## src/rtl/sipo_shift_receiver_pkg.sv

```systemverilog
// Shared types and defaults for the serial-in/parallel-out receiver.
package sipo_pkg;

   typedef enum logic {
      IDLE  = 1'b0,
      SHIFT = 1'b1
   } sipo_state_t;

   localparam int SIPO_DEFAULT_WIDTH = 8;

endpackage : sipo_pkg

```

## src/rtl/sipo_shift_receiver_if.sv

```systemverilog
// Parallel output port of the receiver: word, valid and ready.
interface sipo_shift_receiver_if #(
   parameter int WIDTH = sipo_pkg::SIPO_DEFAULT_WIDTH
);
   logic [WIDTH-1:0] parallel_out;
   logic             out_valid;
   logic             out_ready;

   // Receiver side: presents words and observes the consumer's ready.
   modport master (output parallel_out, output out_valid, input out_ready);
   // Consumer side: takes words and drives ready.
   modport slave  (input parallel_out, input out_valid, output out_ready);
endinterface : sipo_shift_receiver_if

```

## src/rtl/sipo_shift_receiver_out_buffer.sv

```systemverilog
// Single-entry valid/ready holding register for completed words.
// A word arriving while the entry is occupied and not being drained is
// dropped and flagged with a one-cycle overrun pulse.
module sipo_out_buffer #(
   parameter int WIDTH = sipo_pkg::SIPO_DEFAULT_WIDTH
) (
   input  logic             clk,
   input  logic             reset_n,
   input  logic             word_valid_i,
   input  logic [WIDTH-1:0] word_i,
   input  logic             out_ready_i,
   output logic [WIDTH-1:0] parallel_out_o,
   output logic             out_valid_o,
   output logic             overrun_o
);

   logic [WIDTH-1:0] data_q, data_d;
   logic             valid_q, valid_d;
   logic             overrun_q, overrun_d;

   // Next-state: drain on handshake, accept a new word when the entry frees up.
   always_comb begin
      data_d    = data_q;
      valid_d   = valid_q;
      overrun_d = 1'b0;
      if (valid_q && out_ready_i) begin
         valid_d = 1'b0;
      end
      if (word_valid_i) begin
         if (!valid_q || out_ready_i) begin
            data_d  = word_i;
            valid_d = 1'b1;
         end else begin
            overrun_d = 1'b1;
         end
      end
   end

   // Holding register and overrun pulse.
   always_ff @(posedge clk or negedge reset_n) begin
      if (!reset_n) begin
         data_q    <= '0;
         valid_q   <= 1'b0;
         overrun_q <= 1'b0;
      end else begin
         data_q    <= data_d;
         valid_q   <= valid_d;
         overrun_q <= overrun_d;
      end
   end

   assign parallel_out_o = data_q;
   assign out_valid_o    = valid_q;
   assign overrun_o      = overrun_q;

endmodule : sipo_out_buffer

```

## src/rtl/sipo_shift_receiver.sv

```systemverilog
// MSB-first deserializer: frames words on frame_start, qualifies bits with
// enable, and hands completed words to a single-entry output buffer.
module sipo_shift_receiver
   import sipo_pkg::*;
#(
   parameter int WIDTH = SIPO_DEFAULT_WIDTH,
   localparam int CW   = $clog2(WIDTH + 1)
) (
   input  logic                  clk,
   input  logic                  reset_n,
   input  logic                  enable,
   input  logic                  serial_in,
   input  logic                  frame_start,
   sipo_shift_receiver_if.master out_if,
   output logic [WIDTH-1:0]      shift_reg,
   output logic [CW-1:0]         bit_count,
   output logic                  frame_err,
   output logic                  overrun
);

   localparam logic [CW-1:0] LAST_COUNT = CW'(WIDTH - 1);

   sipo_state_t      state_q, state_d;
   logic [WIDTH-1:0] shift_q, shift_d;
   logic [CW-1:0]    count_q, count_d;
   logic             frame_err_q, frame_err_d;
   logic             word_done;
   logic [WIDTH-1:0] shifted;

   // Register contents after shifting the current bit into the LSB.
   assign shifted = {shift_q[WIDTH-2:0], serial_in};

   // Next-state: frame start, bit capture, restart and word completion.
   always_comb begin
      state_d     = state_q;
      shift_d     = shift_q;
      count_d     = count_q;
      frame_err_d = 1'b0;
      word_done   = 1'b0;
      case (state_q)
         IDLE: begin
            if (enable && frame_start) begin
               shift_d = shifted;
               count_d = CW'(1);
               state_d = SHIFT;
            end
         end
         SHIFT: begin
            if (enable) begin
               shift_d = shifted;
               if (frame_start) begin
                  // Restart wins over completion: this bit is a new MSB.
                  count_d     = CW'(1);
                  frame_err_d = 1'b1;
               end else if (count_q == LAST_COUNT) begin
                  count_d   = '0;
                  word_done = 1'b1;
                  state_d   = IDLE;
               end else begin
                  count_d = count_q + CW'(1);
               end
            end
         end
         default: state_d = IDLE;
      endcase
   end

   // FSM state, shift register, bit counter and restart pulse.
   always_ff @(posedge clk or negedge reset_n) begin
      if (!reset_n) begin
         state_q     <= IDLE;
         shift_q     <= '0;
         count_q     <= '0;
         frame_err_q <= 1'b0;
      end else begin
         state_q     <= state_d;
         shift_q     <= shift_d;
         count_q     <= count_d;
         frame_err_q <= frame_err_d;
      end
   end

   logic [WIDTH-1:0] buf_data;
   logic             buf_valid;

   sipo_out_buffer #(.WIDTH(WIDTH)) u_out_buffer (
      .clk            (clk),
      .reset_n        (reset_n),
      .word_valid_i   (word_done),
      .word_i         (shifted),
      .out_ready_i    (out_if.out_ready),
      .parallel_out_o (buf_data),
      .out_valid_o    (buf_valid),
      .overrun_o      (overrun)
   );

   assign out_if.parallel_out = buf_data;
   assign out_if.out_valid    = buf_valid;
   assign shift_reg           = shift_q;
   assign bit_count           = count_q;
   assign frame_err           = frame_err_q;

endmodule : sipo_shift_receiver
```

## src/flat_wrapper.sv

```systemverilog
// flat-port wrapper written by rule: the top's interface ports become plain ports
module sipo_shift_receiver_flat import sipo_pkg::*;
#(
   parameter int WIDTH = SIPO_DEFAULT_WIDTH,
   localparam int CW   = $clog2(WIDTH + 1)
)
  (clk, reset_n, enable, serial_in, frame_start, shift_reg, bit_count, frame_err, overrun, out_if_parallel_out, out_if_out_valid, out_if_out_ready);
  sipo_shift_receiver_if #(.WIDTH(WIDTH)) out_if_i ();
  input  logic clk;
  input  logic reset_n;
  input  logic enable;
  input  logic serial_in;
  input  logic frame_start;
  output logic [WIDTH-1:0] shift_reg;
  output logic [CW-1:0] bit_count;
  output logic frame_err;
  output logic overrun;
  output wire logic [$bits(out_if_i.parallel_out)-1:0] out_if_parallel_out;
  output wire logic [$bits(out_if_i.out_valid)-1:0] out_if_out_valid;
  input wire logic [$bits(out_if_i.out_ready)-1:0] out_if_out_ready;
  assign out_if_parallel_out = out_if_i.parallel_out;
  assign out_if_out_valid = out_if_i.out_valid;
  assign out_if_i.out_ready = out_if_out_ready;
  sipo_shift_receiver #(.WIDTH(WIDTH)) u_core (.clk(clk), .reset_n(reset_n), .enable(enable), .serial_in(serial_in), .frame_start(frame_start), .out_if(out_if_i), .shift_reg(shift_reg), .bit_count(bit_count), .frame_err(frame_err), .overrun(overrun));
endmodule
```

## config.mk

```make
export PLATFORM = sky130hd
export DESIGN_NAME = sipo_shift_receiver_flat
export DESIGN_NICKNAME = d
export VERILOG_FILES = /design/src/rtl/sipo_shift_receiver_pkg.sv /design/src/rtl/sipo_shift_receiver_if.sv /design/src/rtl/sipo_shift_receiver_out_buffer.sv /design/src/rtl/sipo_shift_receiver.sv /design/src/flat_wrapper.sv
export SDC_FILE = /design/constraint.sdc
export NUM_CORES = 1
export LEC_CHECK = 0
export BUFFER_PORTS_ARGS = -buffer_cell sky130_fd_sc_hd__buf_2
export CAP_MARGIN = 30
export CORE_MARGIN = 1.5
export CORE_UTILIZATION = 30
export DETAILED_ROUTE_END_ITERATION = 16
export SYNTH_ARGS = -nofsm -noshare
export SYNTH_HDL_FRONTEND = slang
export SYNTH_HIERARCHICAL = 1
export SYNTH_SLANG_ARGS = --single-unit
```

## constraint.sdc

```tcl
create_clock -name clk -period 1.66 [get_ports clk]
set_input_delay 0.249 -clock clk [delete_from_list [all_inputs] [get_ports clk]]
set_output_delay 0.249 -clock clk [all_outputs]
set_load 0.02 [all_outputs]
```

==> flow_summary.json, run 1 <==
{
  "maxCapViolCount": 0,
  "htree_levels": 1,
  "async_flop_share_pct": 100,
  "clkPwrFrac_pct": 23.6,
  "coreArea_um2": 3340,
  "drtAntennaViolNets": 0,
  "yosysSeqAreaShare_pct": 57.8,
  "ys_seq_elements": 24,
  "yosys.area_share.xor_xnor_pct": 0,
  "antenna_found_initial": 0,
  "maxSlewHeadroom_pct": 65.5,
  "r2r_slack_ns": 0.12,
  "cp_top_family": "simple AND/OR/NAND/NOR gates",
  "die_area_um2": 3820,
  "diodes": 0,
  "fin_ws_ns": 0.116,
  "netSwitchingFraction_pct": 32.7,
  "intPower_mw": 1.21,
  "port_buffers": 28,
  "num_vias": 704,
  "fp.dieW_um": 61.8,
  "fin_hold_ws_ns": 0.170,
  "ir_worst_vdd_v": 0.000556,
  "crit_path_end_kind": "register",
  "netlist_top_cells_count": "24 x dfrtp_1, 8 x mux2_4, 6 x mux2_2",
  "drc": 0,
  "synth_flop_cell": "dfrtp_1",
  "grt_pass1_vias": 670,
  "max_stage_delay_ns": 0.39,
  "power.total_mw": 1.79,
  "hold_viol": 0,
  "root_buffer": "clkbuf_4",
  "combinationalPowerShare_pct": 31.2,
  "powerDensity_nw_per_um2": 1360,
  "place_congestion": 0.865,
  "syn_area_um2": 1040,
  "yosysMostFrequentCell": "dfrtp_1",
  "yosysUniqueCellTypes": 28,
  "numClockSinks": 24,
  "synth.mux.area_fraction_pct": 20.2,
  "regArea_um2": 601,
  "clock_latency_ns": 0.32,
  "critPathBufInv": 0,
  "worst-path-max-fanout": 8,
  "dpl_cell_area_um2": 1250,
  "dr.pass1.iters": 4,
  "cts_buffers": 3,
  "slowest_stage": "dfrtp_1",
  "switching_power_mw": 0.587,
  "synth_top_family_by_area": "multiplexers",
  "drt-initial-drc-count": 20,
  "p_seq_share_pct": 45.2,
  "min_path_type": "in -> reg",
  "grt_usage_pct": 11.0,
  "synthAdderAreaFrac_pct": 1.20,
  "synth_top_area_share_pct": 57.8,
  "grt-ovfl-total": 0,
  "synth_nets": 80,
  "cp-start-kind": "register",
  "preCtsSetupSlack_ns": 0.0624,
  "ios": 29,
  "finClkSkew_ns": 0.00504,
  "layout.cells.non_filler": 153,
  "rsz0062_at_grt": "no",
  "worst_pin_slew_ns": 0.518,
  "avgSynthCellArea_um2": 14.2,
  "path_class": "reg -> reg",
  "dp_hpwl_um": 1400,
  "fin_util_pct": 39.5,
  "rows": 21,
  "arrival_ns": 1.76,
  "status": "finished clean",
  "synthCells": 73,
  "die_y_um": 61.8,
  "ys_top_cells_by_area": "dfrtp_1 58%, mux2_4 12%, mux2_2 6.5%",
  "path_clk_slew_ns": 0.13,
  "routedWlPerCell_um": 12.7,
  "postCtsSetupRepairBufs": 0,
  "post-route-period-util_pct": 93.0,
  "yosysWarnings": 6,
  "fin_tns_setup_ns": 0,
  "setup_viol": 0,
  "synth_edf_count": 0,
  "critical_path.cell_chain": "ha_1 > nand3b_1 > nor3_4 > nand2_4 > mux2_4",
  "synth-simple-area-share_pct": 9.76,
  "synth_compound_area_share_pct": 7.47,
  "grt_pass1_wl_um": 3060,
  "cts_buffer_depth": 2,
  "fmax_ghz": 0.648,
  "place_inst": 148,
  "min_period_ns": 1.54,
  "area_delta_synth_final_pct": 27.0,
  "critical_path_required_ns": 1.87,
  "finalMaxSlewViolations": 0,
  "fin_area_um2": 1320,
  "power_leakage_nw": 0.682,
  "drt-total-wl_um": 1950,
  "routed_via_density": 4.60,
  "initial_core_util_pct": 31.1,
  "drive_above_1_share_pct": 50.5,
  "cts_tree": "done",
  "nFillCells": 338,
  "grt_max_degree": 25,
  "multi_input_area_um2": 413,
  "synth_top_area_cell": "dfrtp_1",
  "fin_nets": 115
}
cell type report:
type | count | area share [%]
clock buffers | 3 | 1.71
inverters | 4 | 1.14
flip-flops and latches | 24 | 45.5
well taps | 46 | 4.36
repair buffers | 33 | 13.7
clock inverters | 1 | 2.28
multi-input cells | 42 | 31.3
worst register-to-register path, stage by stage (launching register included):
cell	delay (ns)
dfrtp_1	0.39
ha_1	0.21
nand3b_1	0.16
nor3_4	0.20
nand2_4	0.16
mux2_4	0.34
logic make-up (layout without fill, tap and decap cells):
| logic type | after synthesis | in the layout |
|---|---|---|
| and+or+nand+nor | 16 | 16 |
| adders and majority gates | 1 | 1 |
| buffers and inverters | 7 | 41 |
| DFF | 24 | 24 |
| muxes | 16 | 16 |
| AOI/OAI and AO/OA | 9 | 9 |
cell usage in the layout, fill, tap and decap left out:
master and count:
buf_2 28, dfrtp_1 24, mux2_4 8, mux2_2 6, buf_4 4, nand2_1 4
inv_1 4, clkbuf_4 3, mux2_1 2, nor2_1 2, bufinv_16 1, dlygate4sd3_1 1
and3b_1 1, a22o_1 1, nand3b_1 1, nor3_4 1, and3_1 1, a21oi_1 1
o21ai_0 1, o41ai_1 1, nor2b_1 1, a31oi_1 1, o2bb2ai_1 1, nor3_1 1
a221o_1 1, o21ai_4 1, and4_1 1, nand4_1 1, o311ai_1 1, ha_1 1
nand2b_4 1, nand2_4 1
layer usage:
metal | routed length (um) | part of all wire, % | global-route usage (%)
met1 | 915 | 47 | 13.4
met2 | 894 | 46 | 18.0
met3 | 116 | 6.0 | 4.14
met4 | 21 | 1.1 | 3.65
met5 | 0 | 0 | 0
power by group through the flow:
stage / sequential [mW] / clock [mW] / combinational, mW
floorplan: 0.980 / 0 / 0.187
global placement: 0.816 / 0 / 0.552
detailed placement: 0.825 / 0 / 0.559
CTS: 0.814 / 0.440 / 0.563
global route: 0.833 / 0.455 / 0.611
finish: 0.811 / 0.424 / 0.559
repair_timing:
action,4_1_cts,5_1_grt
hold endpoints to repair,24,0
setup endpoints to repair,0,8
gates resized for setup,0,1
hold buffers,1,0
final timing paths:
path	startpoint	end	cells past startpoint
max	u_core/bit_count[0]	u_core/u_out_buffer/parallel_out_o[1]	5
max in group asynchronous	reset_n	u_core/u_out_buffer/parallel_out_o[0]	2
min reg2reg	u_core/shift_reg[7]	u_core/shift_reg[7]	1
min in group asynchronous	reset_n	u_core/u_out_buffer/parallel_out_o[4]	2
max reg2reg	u_core/bit_count[0]	u_core/u_out_buffer/parallel_out_o[1]	5
min	serial_in	u_core/u_out_buffer/parallel_out_o[0]	2
(Power assumes the default switching activity.)
==> inputs of run 2 (changes only) <==
--- a/config.mk
+++ b/config.mk
@@ -5,11 +5,13 @@
 export SDC_FILE = /design/constraint.sdc
 export NUM_CORES = 1
 export LEC_CHECK = 0
-export BUFFER_PORTS_ARGS = -buffer_cell sky130_fd_sc_hd__buf_2
+export BUFFER_PORTS_ARGS = -buffer_cell sky130_fd_sc_hd__buf_4
 export CAP_MARGIN = 30
 export CORE_MARGIN = 1.5
-export CORE_UTILIZATION = 30
+export CORE_UTILIZATION = 45
 export DETAILED_ROUTE_END_ITERATION = 16
+export PLACE_DENSITY = 0.73
+export SETUP_SLACK_MARGIN = 0.3
 export SYNTH_ARGS = -nofsm -noshare
 export SYNTH_HDL_FRONTEND = slang
 export SYNTH_HIERARCHICAL = 1
==> flow_summary.json, run 2 (same netlist as run 1, synthesis figures left out) <==
{
  "antenna_found_initial": 0,
  "port_buffers": 28,
  "hold_viol": 0,
  "coreArea_um2": 2190,
  "area_delta_synth_final_pct": 46.4,
  "powerDensity_nw_per_um2": 1270,
  "diodes": 0,
  "fin_hold_ws_ns": 0.176,
  "min-delay-start": "serial_in",
  "min_to": "u_core/u_out_buffer/parallel_out_o[0]",
  "ios": 29,
  "place_inst": 128,
  "initial_core_util_pct": 47.4,
  "ir_worst_vdd_v": 0.000732,
  "die_y_um": 51.0,
  "critical_path_required_ns": 1.86,
  "dpl_cell_area_um2": 1300,
  "grt_pass1_vias": 694,
  "layout.cells.non_filler": 146,
  "post-route-period-util_pct": 93.8,
  "maxCapViolCount": 0,
  "worst-path-max-fanout": 8,
  "num_vias": 759,
  "finClkSkew_ns": 0.00594,
  "die_area_um2": 2610,
  "htree_levels": 1,
  "min_period_ns": 1.56,
  "arrival_ns": 1.76,
  "fp.dieW_um": 51.0,
  "rsz0062_at_grt": "yes",
  "drc": 0,
  "path_clk_slew_ns": 0.14,
  "critical_path.cell_chain": "ha_4 > nand3b_1 > nor3_4 > nand2_4 > mux2_4",
  "slowest_stage": "dfrtp_2",
  "min_path_cells": 2,
  "cts_buffers": 3,
  "fin_nets": 126,
  "cp-start-kind": "register",
  "cts_buffer_depth": 2,
  "worst_pin_slew_ns": 0.295,
  "maxSlewHeadroom_pct": 80.1,
  "min_path_type": "in -> reg",
  "critPathBufInv": 0,
  "fin_tns_setup_ns": 0,
  "finalMaxSlewViolations": 0,
  "rows": 17,
  "clock_latency_ns": 0.31,
  "status": "finished clean",
  "worstRegToRegCells": 5,
  "dp_hpwl_um": 1290,
  "dr.pass1.iters": 4,
  "setup_viol": 0,
  "fmax_ghz": 0.642,
  "r2r_slack_ns": 0.10,
  "path_class": "reg -> reg",
  "root_buffer": "clkbuf_4",
  "power_leakage_nw": 0.765,
  "max_stage_delay_ns": 0.41,
  "power.total_mw": 1.93,
  "grt_max_degree": 25,
  "grt_pass1_wl_um": 3320,
  "routedWlPerCell_um": 15.3,
  "final_common_cell": "buf_4",
  "crit_path_end_kind": "register",
  "drt-total-wl_um": 2230,
  "grt-ovfl-total": 0,
  "numClockSinks": 24,
  "r2r-end": "u_core/u_out_buffer/parallel_out_o[2]",
  "cp_top_family": "simple AND/OR/NAND/NOR gates",
  "fin_area_um2": 1520,
  "place_congestion": 0.751,
  "reg2reg_from": "u_core/bit_count[0]",
  "final_cell_mix": "35 x buf_4, 22 x dfrtp_1, 8 x mux2_4, 7 x buf_6, 6 x mux2_2",
  "grt_usage_pct": 16.9,
  "drt-initial-drc-count": 10,
  "drtAntennaViolNets": 0,
  "cts_tree": "done",
  "drive_above_1_share_pct": 60.2,
  "routed_via_density": 5.20
}
==> run 2: area by class of cell <==
cell class              count  area, um^2
fillers                   151         671
flip-flops and latches     24         603
multi-input cells          42         440
repair buffers             44         372
well taps                  28        35.0
clock inverters             1        30.0
clock buffers               3        22.5
inverters                   4        17.5
==> run 2: per-stage QoR <==
stage | setup slack, ns | utilization [%]
final | 0.103 | 69.4
after global routing | 0.0446 | 69.4
after CTS | 0.134 | 65.5
after detailed placement | 0.0698 | 59.2
after global placement | 0.125 | 59.2
after floorplan | 0.101 | -
==> run 2: where the power goes <==
part	internal [mW]	switching, mW
clock network	0.244	0.174
registers	0.716	0.106
logic	0.357	0.331
total	1.32	0.611
==> run 2: worst register-to-register path, delay by kind of cell (launching register included) <==
kind / cells / cell delay [ns]
adders and majority gates: 1 / 0.14
DFF: 1 / 0.41
muxes: 1 / 0.33
and+or+nand+nor: 3 / 0.58
==> run 2: per-layer routing <==
layer / global-route usage [%] / routed length [um] / vias to the layer above
met5: 0 / 0 / -
li1: - / - / 348
met3: 3.80 / 81 / 4
met2: 28.4 / 1160 / 19
met4: 4.50 / 29 / 0
met1: 22.0 / 963 / 388
==> run 2: how the worst max path moves through the flow <==
stage	start	end	slack, ns	cells past startpoint
3_3_place_gp	u_core/bit_count[1]	u_core/u_out_buffer/parallel_out_o[0]	0.12	5
2_1_floorplan	u_core/bit_count[1]	u_core/u_out_buffer/parallel_out_o[6]	0.10	5
4_1_cts	u_core/bit_count[0]	u_core/u_out_buffer/parallel_out_o[2]	0.13	5
6_report	u_core/bit_count[0]	u_core/u_out_buffer/parallel_out_o[2]	0.10	5
5_1_grt	u_core/bit_count[1]	u_core/u_out_buffer/parallel_out_o[2]	0.04	5
3_5_place_dp	u_core/bit_count[1]	u_core/u_out_buffer/parallel_out_o[0]	0.07	5
==> run 2: what timing repair did <==
action	CTS	global route
hold buffers	1	0
endpoints found under the hold margin	24	0
gates resized for setup	0	13
endpoints found under the setup margin	8	20
pin swaps	3	3
setup buffers	10	3
==> inputs of run 3 (changes only) <==
--- a/config.mk
+++ b/config.mk
@@ -8,10 +8,10 @@
 export BUFFER_PORTS_ARGS = -buffer_cell sky130_fd_sc_hd__buf_4
 export CAP_MARGIN = 30
 export CORE_MARGIN = 1.5
-export CORE_UTILIZATION = 45
+export CORE_UTILIZATION = 28
 export DETAILED_ROUTE_END_ITERATION = 16
-export PLACE_DENSITY = 0.73
-export SETUP_SLACK_MARGIN = 0.3
+export HOLD_SLACK_MARGIN = 0.08
+export SETUP_SLACK_MARGIN = 0.15
 export SYNTH_ARGS = -nofsm -noshare
 export SYNTH_HDL_FRONTEND = slang
 export SYNTH_HIERARCHICAL = 1
==> flow_summary.json, run 3 (same netlist as run 1, synthesis figures left out) <==
{
  "dpl_cell_area_um2": 1330,
  "rows": 21,
  "hold_viol": 0,
  "port_buffers": 28,
  "ios": 29,
  "min_path_cells": 2,
  "grt_pass1_wl_um": 3620,
  "r2r-end": "u_core/bit_count[3]",
  "cts_tree": "done",
  "maxSlewHeadroom_pct": 78.3,
  "fin_area_um2": 1480,
  "htree_levels": 1,
  "grt_usage_pct": 11.4,
  "grt-ovfl-total": 0,
  "setup_viol": 0,
  "maxCapViolCount": 0,
  "nFillCells": 325,
  "reg2reg_from": "u_core/bit_count[0]",
  "final_common_cell": "buf_4",
  "cts_buffer_depth": 2,
  "min_period_ns": 1.48,
  "worst_pin_slew_ns": 0.324,
  "powerDensity_nw_per_um2": 1350,
  "cts_buffers": 3,
  "regArea_um2": 603,
  "cp-start-kind": "register",
  "arrival_ns": 1.61,
  "r2r_slack_ns": 0.18,
  "fp.dieW_um": 63.9,
  "dp_hpwl_um": 1480,
  "routedWlPerCell_um": 13.0,
  "die_y_um": 63.9,
  "clock_latency_ns": 0.26,
  "critical_path.cell_chain": "ha_4 > nand3b_1 > buf_4 > buf_6 > buf_6 > buf_6 > nand4_1 > o311ai_2",
  "grt_pass1_vias": 744,
  "path_clk_slew_ns": 0.08,
  "path_class": "reg -> reg",
  "worst-path-max-fanout": 2,
  "crit_path_end_kind": "register",
  "drt-initial-drc-count": 23,
  "rsz0062_at_grt": "yes",
  "ir_worst_vdd_v": 0.000443,
  "min-delay-start": "serial_in",
  "fin_tns_setup_ns": 0,
  "numClockSinks": 24,
  "fin_util_pct": 43.0,
  "cp_top_family": "buffers and inverters",
  "num_vias": 699,
  "drc": 0,
  "place_congestion": 0.802,
  "area_delta_synth_final_pct": 42.4,
  "drtAntennaViolNets": 0,
  "fin_nets": 120,
  "min_to": "u_core/shift_reg[0]",
  "finalMaxSlewViolations": 0,
  "drive_above_1_share_pct": 56.3,
  "multi_input_area_um2": 433,
  "die_area_um2": 4080,
  "root_buffer": "clkbuf_8",
  "final_cell_mix": "34 x buf_4, 22 x dfrtp_1, 8 x mux2_4, 6 x mux2_2",
  "coreArea_um2": 3440,
  "worstRegToRegCells": 8,
  "diodes": 0,
  "critPathBufInv": 4,
  "antenna_found_initial": 0,
  "slowest_stage": "dfrtp_2",
  "status": "finished clean",
  "power_leakage_nw": 0.729,
  "grt_max_degree": 25,
  "fmax_ghz": 0.678,
  "dr.pass1.iters": 3,
  "post-route-period-util_pct": 88.9,
  "critical_path_required_ns": 1.80,
  "min_path_type": "in -> reg",
  "routed_via_density": 4.42,
  "finClkSkew_ns": 0.00373,
  "cp_common_cell": "buf_6",
  "drt-total-wl_um": 2050,
  "max_stage_delay_ns": 0.40,
  "initial_core_util_pct": 30.2
}
-- run 3: final cells by class --
type / instances / area share, %
Multi-Input combinational cell: 42 / 29.3
Timing Repair Buffer: 38 / 20.2
Clock buffer: 3 / 2.79
Inverter: 4 / 1.02
Clock inverter: 1 / 2.03
Sequential cell: 24 / 40.8
Tap cell: 46 / 3.89
-- run 3: metrics by stage --
stage	cells	hold WS [ns]	worst slack, ns	power [mW]
floorplan	73	-0.0466	0.101	1.18
global placement	147	0.160	0.121	1.46
detailed placement	147	0.165	0.100	1.48
CTS	158	0.227	0.127	2.00
global route	158	0.222	0.121	2.10
finish	158	0.227	0.184	1.99
-- run 3: timing repair --
action | CTS | global route
resized for setup | 0 | 5
pin swaps | 3 | 4
setup endpoints to repair | 8 | 9
buffers inserted | 6 | 0
hold endpoints to repair | 24 | 0
hold buffers | 1 | 0
-- run 3: routing by layer --
| metal | GRT usage [%] | vias up | part of all wire [%] |
|---|---|---|---|
| li1 | - | 340 | - |
| met1 | 14.4 | 340 | 46 |
| met2 | 18.6 | 17 | 48 |
| met3 | 2.64 | 2 | 4.2 |
| met4 | 4.89 | 0 | 1.4 |
| met5 | 0 | - | 0 |
-- run 3: worst max path at each step --
| stage | cells past startpoint | to | from | slack [ns] |
|---|---|---|---|---|
| after floorplan | 5 | u_core/u_out_buffer/parallel_out_o[6] | u_core/bit_count[1] | 0.10 |
| after global placement | 5 | u_core/u_out_buffer/parallel_out_o[0] | u_core/bit_count[1] | 0.12 |
| after detailed placement | 5 | u_core/u_out_buffer/parallel_out_o[4] | u_core/bit_count[1] | 0.1 |
| after CTS | 5 | u_core/u_out_buffer/parallel_out_o[0] | u_core/bit_count[0] | 0.13 |
| after global routing | 8 | u_core/bit_count[3] | u_core/bit_count[0] | 0.12 |
| final | 8 | u_core/bit_count[3] | u_core/bit_count[0] | 0.18 |
-- run 3: report_power, final --
group	switching, mW	total [mW]	leakage, nW	internal (mW)
registers	0.110	0.826	0.303	0.717
clock network	0.178	0.500	0.0357	0.322
logic	0.319	0.663	0.390	0.345
total	0.607	1.99	0.729	1.38
